==> src/rtl/instr_encoder.sv <==
// instr_encoder: encodes MIPS-style instructions and writes them sequentially
// into an instruction memory region starting at BASE_ADDR.
// Optional feature macro: ENCODER_ILLEGAL_CHECK_EN (reject illegal op_sel and
// pulse err instead of writing a NOP).
module instr_encoder #(
  parameter int unsigned ADDR_W    = 10,
  parameter int unsigned BASE_ADDR = 0
) (
  input  logic              clk,
  input  logic              rst,
  input  logic              in_valid,
  output logic              in_ready,
  input  logic [3:0]        op_sel,
  input  logic [4:0]        rs,
  input  logic [4:0]        rt,
  input  logic [4:0]        rd,
  input  logic [15:0]       imm,
  input  logic [25:0]       target,
  input  logic              flush,
  output logic              mem_write,
  output logic [ADDR_W-1:0] mem_addr,
  output logic [31:0]       mem_wdata,
  output logic              full,
  output logic [ADDR_W-2:0] count,
  output logic              err
);

  localparam int unsigned CNT_W = ADDR_W - 1;
  localparam logic [ADDR_W-1:0] BASE = ADDR_W'(BASE_ADDR);
  localparam logic [ADDR_W-1:0] LAST = {{(ADDR_W-2){1'b1}}, 2'b00};
  localparam logic [ADDR_W-1:0] STEP = ADDR_W'(4);

  typedef enum logic [1:0] {IDLE, ENC, WR} state_t;

  state_t            state_q;
  logic [3:0]        op_q;
  logic [4:0]        rs_q, rt_q, rd_q;
  logic [15:0]       imm_q;
  logic [25:0]       tgt_q;
  logic [ADDR_W-1:0] ptr_q;
  logic [CNT_W-1:0]  cnt_q;
  logic              full_q;
  logic              flush_pend_q;
  logic              mem_write_q;
  logic [ADDR_W-1:0] mem_addr_q;
  logic [31:0]       mem_wdata_q;
  logic [31:0]       enc_d;
  logic              accept_c;

  assign in_ready  = (state_q == IDLE) & ~full_q & ~flush;
  assign accept_c  = in_valid & in_ready;
  assign mem_write = mem_write_q;
  assign mem_addr  = mem_addr_q;
  assign mem_wdata = mem_wdata_q;
  assign full      = full_q;
  assign count     = cnt_q;

`ifdef ENCODER_ILLEGAL_CHECK_EN
  logic ill_q;
  logic err_q;
  assign err = err_q;
`else
  assign err = 1'b0;
`endif

  // Instruction word from the captured fields; unknown ops encode as NOP.
  always_comb begin
    enc_d = 32'h0000_0000;
    case (op_q)
      4'd0:    enc_d = {6'b000000, rs_q, rt_q, rd_q, 5'b00000, 6'b100000};
      4'd1:    enc_d = {6'b000000, rs_q, rt_q, rd_q, 5'b00000, 6'b100100};
      4'd2:    enc_d = {6'b000000, rs_q, 15'b0, 6'b001000};
      4'd3:    enc_d = {6'b100011, rs_q, rt_q, imm_q};
      4'd4:    enc_d = {6'b101011, rs_q, rt_q, imm_q};
      4'd5:    enc_d = {6'b000100, rs_q, rt_q, imm_q};
      4'd6:    enc_d = {6'b000101, rs_q, rt_q, imm_q};
      4'd7:    enc_d = {6'b001000, rs_q, rt_q, imm_q};
      4'd8:    enc_d = {6'b001100, rs_q, rt_q, imm_q};
      4'd9:    enc_d = {6'b000010, tgt_q};
      4'd10:   enc_d = {6'b000011, tgt_q};
      default: enc_d = 32'h0000_0000;
    endcase
  end

  // Control FSM, write pointer, word count and registered memory port.
  always_ff @(posedge clk or posedge rst) begin
    if (rst) begin
      state_q      <= IDLE;
      op_q         <= 4'd0;
      rs_q         <= 5'd0;
      rt_q         <= 5'd0;
      rd_q         <= 5'd0;
      imm_q        <= 16'd0;
      tgt_q        <= 26'd0;
      ptr_q        <= BASE;
      cnt_q        <= '0;
      full_q       <= 1'b0;
      flush_pend_q <= 1'b0;
      mem_write_q  <= 1'b0;
      mem_addr_q   <= BASE;
      mem_wdata_q  <= 32'h0000_0000;
`ifdef ENCODER_ILLEGAL_CHECK_EN
      ill_q        <= 1'b0;
      err_q        <= 1'b0;
`endif
    end else begin
      case (state_q)
        IDLE: begin
          flush_pend_q <= 1'b0;
          if (flush) begin
            ptr_q  <= BASE;
            cnt_q  <= '0;
            full_q <= 1'b0;
          end else if (accept_c) begin
            op_q    <= op_sel;
            rs_q    <= rs;
            rt_q    <= rt;
            rd_q    <= rd;
            imm_q   <= imm;
            tgt_q   <= target;
            state_q <= ENC;
`ifdef ENCODER_ILLEGAL_CHECK_EN
            ill_q   <= (op_sel > 4'd10);
            err_q   <= (op_sel > 4'd10);
`endif
          end
        end
        ENC: begin
          flush_pend_q <= flush_pend_q | flush;
`ifdef ENCODER_ILLEGAL_CHECK_EN
          err_q <= 1'b0;
          if (ill_q) begin
            // Rejected op: no write, but a flush seen so far still rewinds.
            state_q <= IDLE;
            if (flush_pend_q | flush) begin
              ptr_q  <= BASE;
              cnt_q  <= '0;
              full_q <= 1'b0;
            end
          end else begin
            mem_write_q <= 1'b1;
            mem_addr_q  <= ptr_q;
            mem_wdata_q <= enc_d;
            state_q     <= WR;
          end
`else
          mem_write_q <= 1'b1;
          mem_addr_q  <= ptr_q;
          mem_wdata_q <= enc_d;
          state_q     <= WR;
`endif
        end
        WR: begin
          mem_write_q  <= 1'b0;
          flush_pend_q <= 1'b0;
          state_q      <= IDLE;
          if (flush_pend_q | flush) begin
            ptr_q  <= BASE;
            cnt_q  <= '0;
            full_q <= 1'b0;
          end else begin
            cnt_q <= cnt_q + CNT_W'(1);
            if (ptr_q == LAST) full_q <= 1'b1;
            else               ptr_q  <= ptr_q + STEP;
          end
        end
        default: state_q <= IDLE;
      endcase
    end
  end

endmodule

==> config.mk <==
export PLATFORM = sky130hd
export DESIGN_NAME = instr_encoder
export DESIGN_NICKNAME = d
export VERILOG_FILES = /design/src/rtl/instr_encoder.sv
export SDC_FILE = /design/constraint.sdc
export NUM_CORES = 1
export LEC_CHECK = 0
export ABC_AREA = 1
export CAP_MARGIN = 20
export CELL_PAD_IN_SITES_DETAIL_PLACEMENT = 1
export CELL_PAD_IN_SITES_GLOBAL_PLACEMENT = 1
export CORE_MARGIN = 5
export CORE_UTILIZATION = 34
export DETAILED_ROUTE_END_ITERATION = 8
export PLACE_DENSITY = 0.77
export RECOVER_POWER = 100
export SLEW_MARGIN = 20
export SYNTH_ARGS = -nofsm -noshare
export SYNTH_HDL_FRONTEND = slang
export SYNTH_SLANG_ARGS = --single-unit
==> constraint.sdc <==
create_clock -name clk -period 6.76 [get_ports clk]
set_input_delay 1.69 -clock clk [delete_from_list [all_inputs] [get_ports clk]]
set_output_delay 1.69 -clock clk [all_outputs]
set_load 0.01 [all_outputs]
# Word-level counts from Yosys, hierarchy flattened
# Cells that the tools add are included.
# Widths: inputs -> output; s select.
[totals]
word_cells = 68
regBits = 127
inputBits = 65
output_inout_bits = 55
[op_classes]
muxes = 17
bitwise = 6
n_addsub = 2
n_reduce_logical = 11
eq_ne = 18
[ops]
columns = ["op", "count"]
rows = [
  ["$pmux 32 s11", 1],
  ["$mux 10", 3],
  ["$pmux 10 s2", 1],
  ["$mux 9", 2],
  ["$pmux 9 s2", 1],
  ["$eq 4x3->1 const B", 4],
  ["$eq 4x4->1 const B", 3],
  ["$add 10x3->10 const B", 1],
  ["$eq 10x10->1 const B", 1],
  ["$add 9x1->9 const B", 1],
  ["$reduce_and 3->1", 3],
  ["$eq 4x2->1 const B", 2],
  ["$ne 2x2->1 const B", 3],
  ["$ne 3x3->1 const B", 2],
  ["$pmux 1 s2", 3],
  ["$reduce_bool 2->1", 3],
  ["$eq 4x1->1 const B", 1],
  ["$logic_not 4->1", 1],
  ["$mux 2", 2],
  ["$pmux 2 s2", 1],
  ["$reduce_and 2->1", 2],
  ["$and 1x1->1", 3],
  ["$mux 1", 3],
  ["$eq 2x1->1 const B", 1],
  ["other kinds (5)", 6],
]

# Longest topological paths before layout
[depth]
word_depth = 7
ltp_mapped = 11
mapped_depth_nobuf = 11

# Worst setup path after synthesis
# OpenSTA, ideal clock, no wires.
[synth_path]
path_kind = "input port to output port"
startpoint = "input flush"
endpoint = "output in_ready"
path_buffers = 0
path_slack_ps = 3153
t_arrival_ps = 1917
cell_stages = 3
path_cell_list = "inv_1 -> nand2_2 -> nor2_4"
[synth_between]
elab_chain_cells = 2
[synth_lines]
columns = ["item", "line_no", "source"]
rows = [
  ["start, declared", "19", "input logic flush,"],
  ["$not 1->1 (no line)", "--", ""],
  ["$and 1x1->1", "50", "assign in_ready = (state_q == IDLE) & ~full_q & ~flush;"],
  ["end, declared", "12", "output logic in_ready,"],
]
# No other way between the ends.

# Worst setup path after layout
# Same ends and word-level chain as after synthesis.

==> flow_metrics.tcl <==
set metrics [dict create \
    status "finished, violations left" \
    failed_checks "capacitance limit, slew limit" \
    routed_wirelength_um 15800 \
    grt_start_max_net_pins 73 \
    worst_stage_delay_on_the_critical_path_ps 620 \
    tightestPinTransition_ps 3220 \
    ys_seq_elements 122 \
    ys_seq_area_share_pct 55.0 \
    layout-drive-gt1-share_pct 10.4 \
    grt.overflow.total 0 \
    finalSetupViolations 0 \
    cts_root_buf "clkbuf_16" \
    timing.max_cap.violations 4 \
    path_max_fanout 2 \
    antenna_violations_before_repair 0 \
    fin_total_pwr_mw 3.17 \
    die_y_um 138 \
    postLayoutCellArea_um2 7380 \
    rsz0062_at_grt "no" \
    design.final.nets 763 \
    post-route-period-util_pct 71.3 \
    worst_voltage_drop_across_the_vdd_grid_v 0.000192 \
    timing.final.crit_period_ps 4820 \
    cp.depth 5 \
    gp_routability_congestion 0.797 \
    share_seq_of_total_power_pct 36.9 \
    buffer_ports.inserted 115 \
    num_rows 46 \
    switch_pwr_mw 1.10 \
    hpwl_detailed_um 10800 \
    cp_cell_sequence "dlygate4sd3_1 -> inv_1 -> nand2_1 -> nor2_1 -> dlygate4sd3_1" \
    cp_num_buf_inv 3 \
    detail_route.drc_violations 0 \
    max_freq_ghz 0.207 \
    layout.cells.most_common "nand2_1" \
    critical-path-slowest-cell "dlygate4sd3_1" \
    initial_core_util_pct 34.8 \
    timing.critical_path.required_ps 5070 \
    placed_area_um2 6850 \
    setup-tns-final_ps 0 \
    final.setup_skew_ps 9.01 \
    num_io_pins 120 \
    ant_nets 0 \
    timing.critical_path.from "flush" \
    mappedNetlistArea_um2 5550 \
    cts_tree "done" \
    cts_repair_resize_count 0 \
    setup.worst_path.start_class "primary input" \
    path_clk_slew_ps 60 \
    cellLeakagePower_nw 3.59 \
    min-delay-path-class "flip-flop to flip-flop" \
    clock_path_buffers 2 \
    cts_made_buffers 17 \
    r2r_setup_slack_ps 3030 \
    core_area_um2 15900 \
    wire_per_inst_um 17.2 \
    num_antenna_cells 0 \
    category_of_the_worst_setup_path_capture_point "output pin" \
    grt_first_pass_wirelength_um 26300 \
    worstPathArrival_ps 3130 \
    timing.critical_path.mode_cell "dlygate4sd3_1" \
    die_area_um2 19000 \
    crit-reg2reg-capture "rt_q[3]" \
    drt-initial-drc-count 188 \
    netlist.top_cell.by_area "dfrtp_1" \
    die_x_um 138 \
    combinational_group_share_of_total_power_pct 32.5 \
    cts_setup_buffers 0 \
    critPathTopFamily "buffers and inverters" \
    hold_depth 2 \
    max_slew_violation_total_from_the_final_report 221 \
    dominant_cells_by_area_after_synthesis "dfrtp_1 (55%), nand2_1 (14%), mux2_2 (7.5%)" \
    synth_top_area_share_pct 55.0 \
    vias_per_cell 4.84 \
    relSlewSlack_pct -116 \
    mostFrequentLayoutCells "nand2_1 (206), dfrtp_1 (122), clkdlybuf4s50_1 (62)" \
    p_per_area_nw_per_um2 429 \
    grt_pass1_vias 5102 \
    critical_path_class "primary input to output pin" \
    final-hold-violation-count 0 \
    overall_routing_resource_usage_pct 17.9 \
    r2r.worst_path.cells 6 \
    power_report.internal_total_mw 2.07 \
    htree_num_levels 4 \
    mapped_cells 576 \
    crit_end "in_ready" \
    final_core_util_pct 46.3 \
    switching_share_pct 34.6 \
    power_frac_clock_pct 30.6 \
    cts_num_sinks 122 \
    area_delta_synth_final_pct 32.9 \
    detailed_routing_iterations_pass_1 4 \
    synth_warnings 0 \
    syn_avg_cell_area_um2 9.63 \
    quantity_of_hold_fixing_buffers_added_after_cts 0 \
    clk_latency_ps 410 \
    synth_cell_type_count 29 \
    detailroute.via_count 4440 \
    regToRegStartpoint "state_q[0]" \
]
-- cells by family (layout without fill, tap and decap cells) --
family	after synthesis	in the layout	synth area share, %
compound gates	42	42	4.06
flops	122	122	55.0
fa+ha+maj	8	8	1.80
xor+xnor	1	1	0.158
other cells	1	4	0.0676
buf+inv	61	184	5.30
simple gates	285	285	20.9
mux	56	56	12.6
-- cell type report --
class / count / area, um^2
Clock buffer: 20 / 457
Clock inverter: 11 / 170
Fill cell: 1788 / 8570
Inverter: 35 / 133
Multi-Input combinational cell: 396 / 2130
Sequential cell: 122 / 3050
Tap cell: 216 / 270
Timing Repair Buffer: 118 / 1170
-- registers in the layout, summed over array words and instances, names as in the netlist --
signal and flops:
mem_wdata 31, flush_pend_q 1, rt_q 5, mem_write 1, rd_q 5, tgt_q 26, full 1, imm_q 16
mem_addr 8, ptr_q 8, state_q 2, op_q 4, rs_q 5, count 9
-- tightest hold or removal path: stages (launching register included) --
cell     delay [ps]
dfrtp_1         340
nand2_1          50
nand2_1          50
-- synth_stat cells --
master    instances
buf_6             4
buf_2             7
mux2_4           19
buf_1             3
a31oi_1           2
nor2_1           29
conb_1            1
nor2_2            2
nand4_1           7
nor2_4            1
nand3_2           1
a21oi_1          13
inv_2             3
a21o_1            2
a22oi_1           1
o21a_1            1
xor2_1            1
mux2_2           37
clkbuf_1          5
nand2_2           3
ha_1              8
o31ai_1           1
dfrtp_1         122
nor3_1            2
nand3_1          37
o21ai_0          22
buf_4             7
inv_1            32
nand2_1         203
-- worst min path at each step --
stage	startpoint	endpoint	slack, ps
after floorplan	flush_pend_q	flush_pend_q	450
after global placement	mem_addr[3]	mem_addr[3]	460
after detailed placement	mem_addr[3]	mem_addr[3]	470
after CTS	mem_addr[3]	mem_addr[3]	490
after global routing	mem_wdata[11]	mem_wdata[11]	500
final	mem_addr[3]	mem_addr[3]	470
-- metal layers --
metal	vias up	global-route usage, %	part of all wire (%)
met5	-	0	0
met4	0	5.27	0.89
met3	13	4.78	4.9
met2	104	31.5	51
met1	2251	21.3	43
li1	2072	-	-
-- stage by stage --
stage	std cells	hold WS (ps)	setup slack, ps
floorplan	579	448	1830
global placement	887	461	2150
detailed placement	887	468	2120
CTS	918	491	2110
global route	918	501	1430
finish	918	473	1940
-- power groups by stage --
stage | sequential, mW | combinational, mW | clock (mW)
2_1_floorplan | 1.16 | 0.727 | 0
3_3_place_gp | 1.16 | 1.08 | 0
3_5_place_dp | 1.18 | 1.13 | 0
4_1_cts | 1.17 | 1.14 | 0.988
5_1_grt | 1.20 | 1.16 | 1.02
6_report | 1.17 | 1.03 | 0.970
Power figures use the tool's default switching activity.
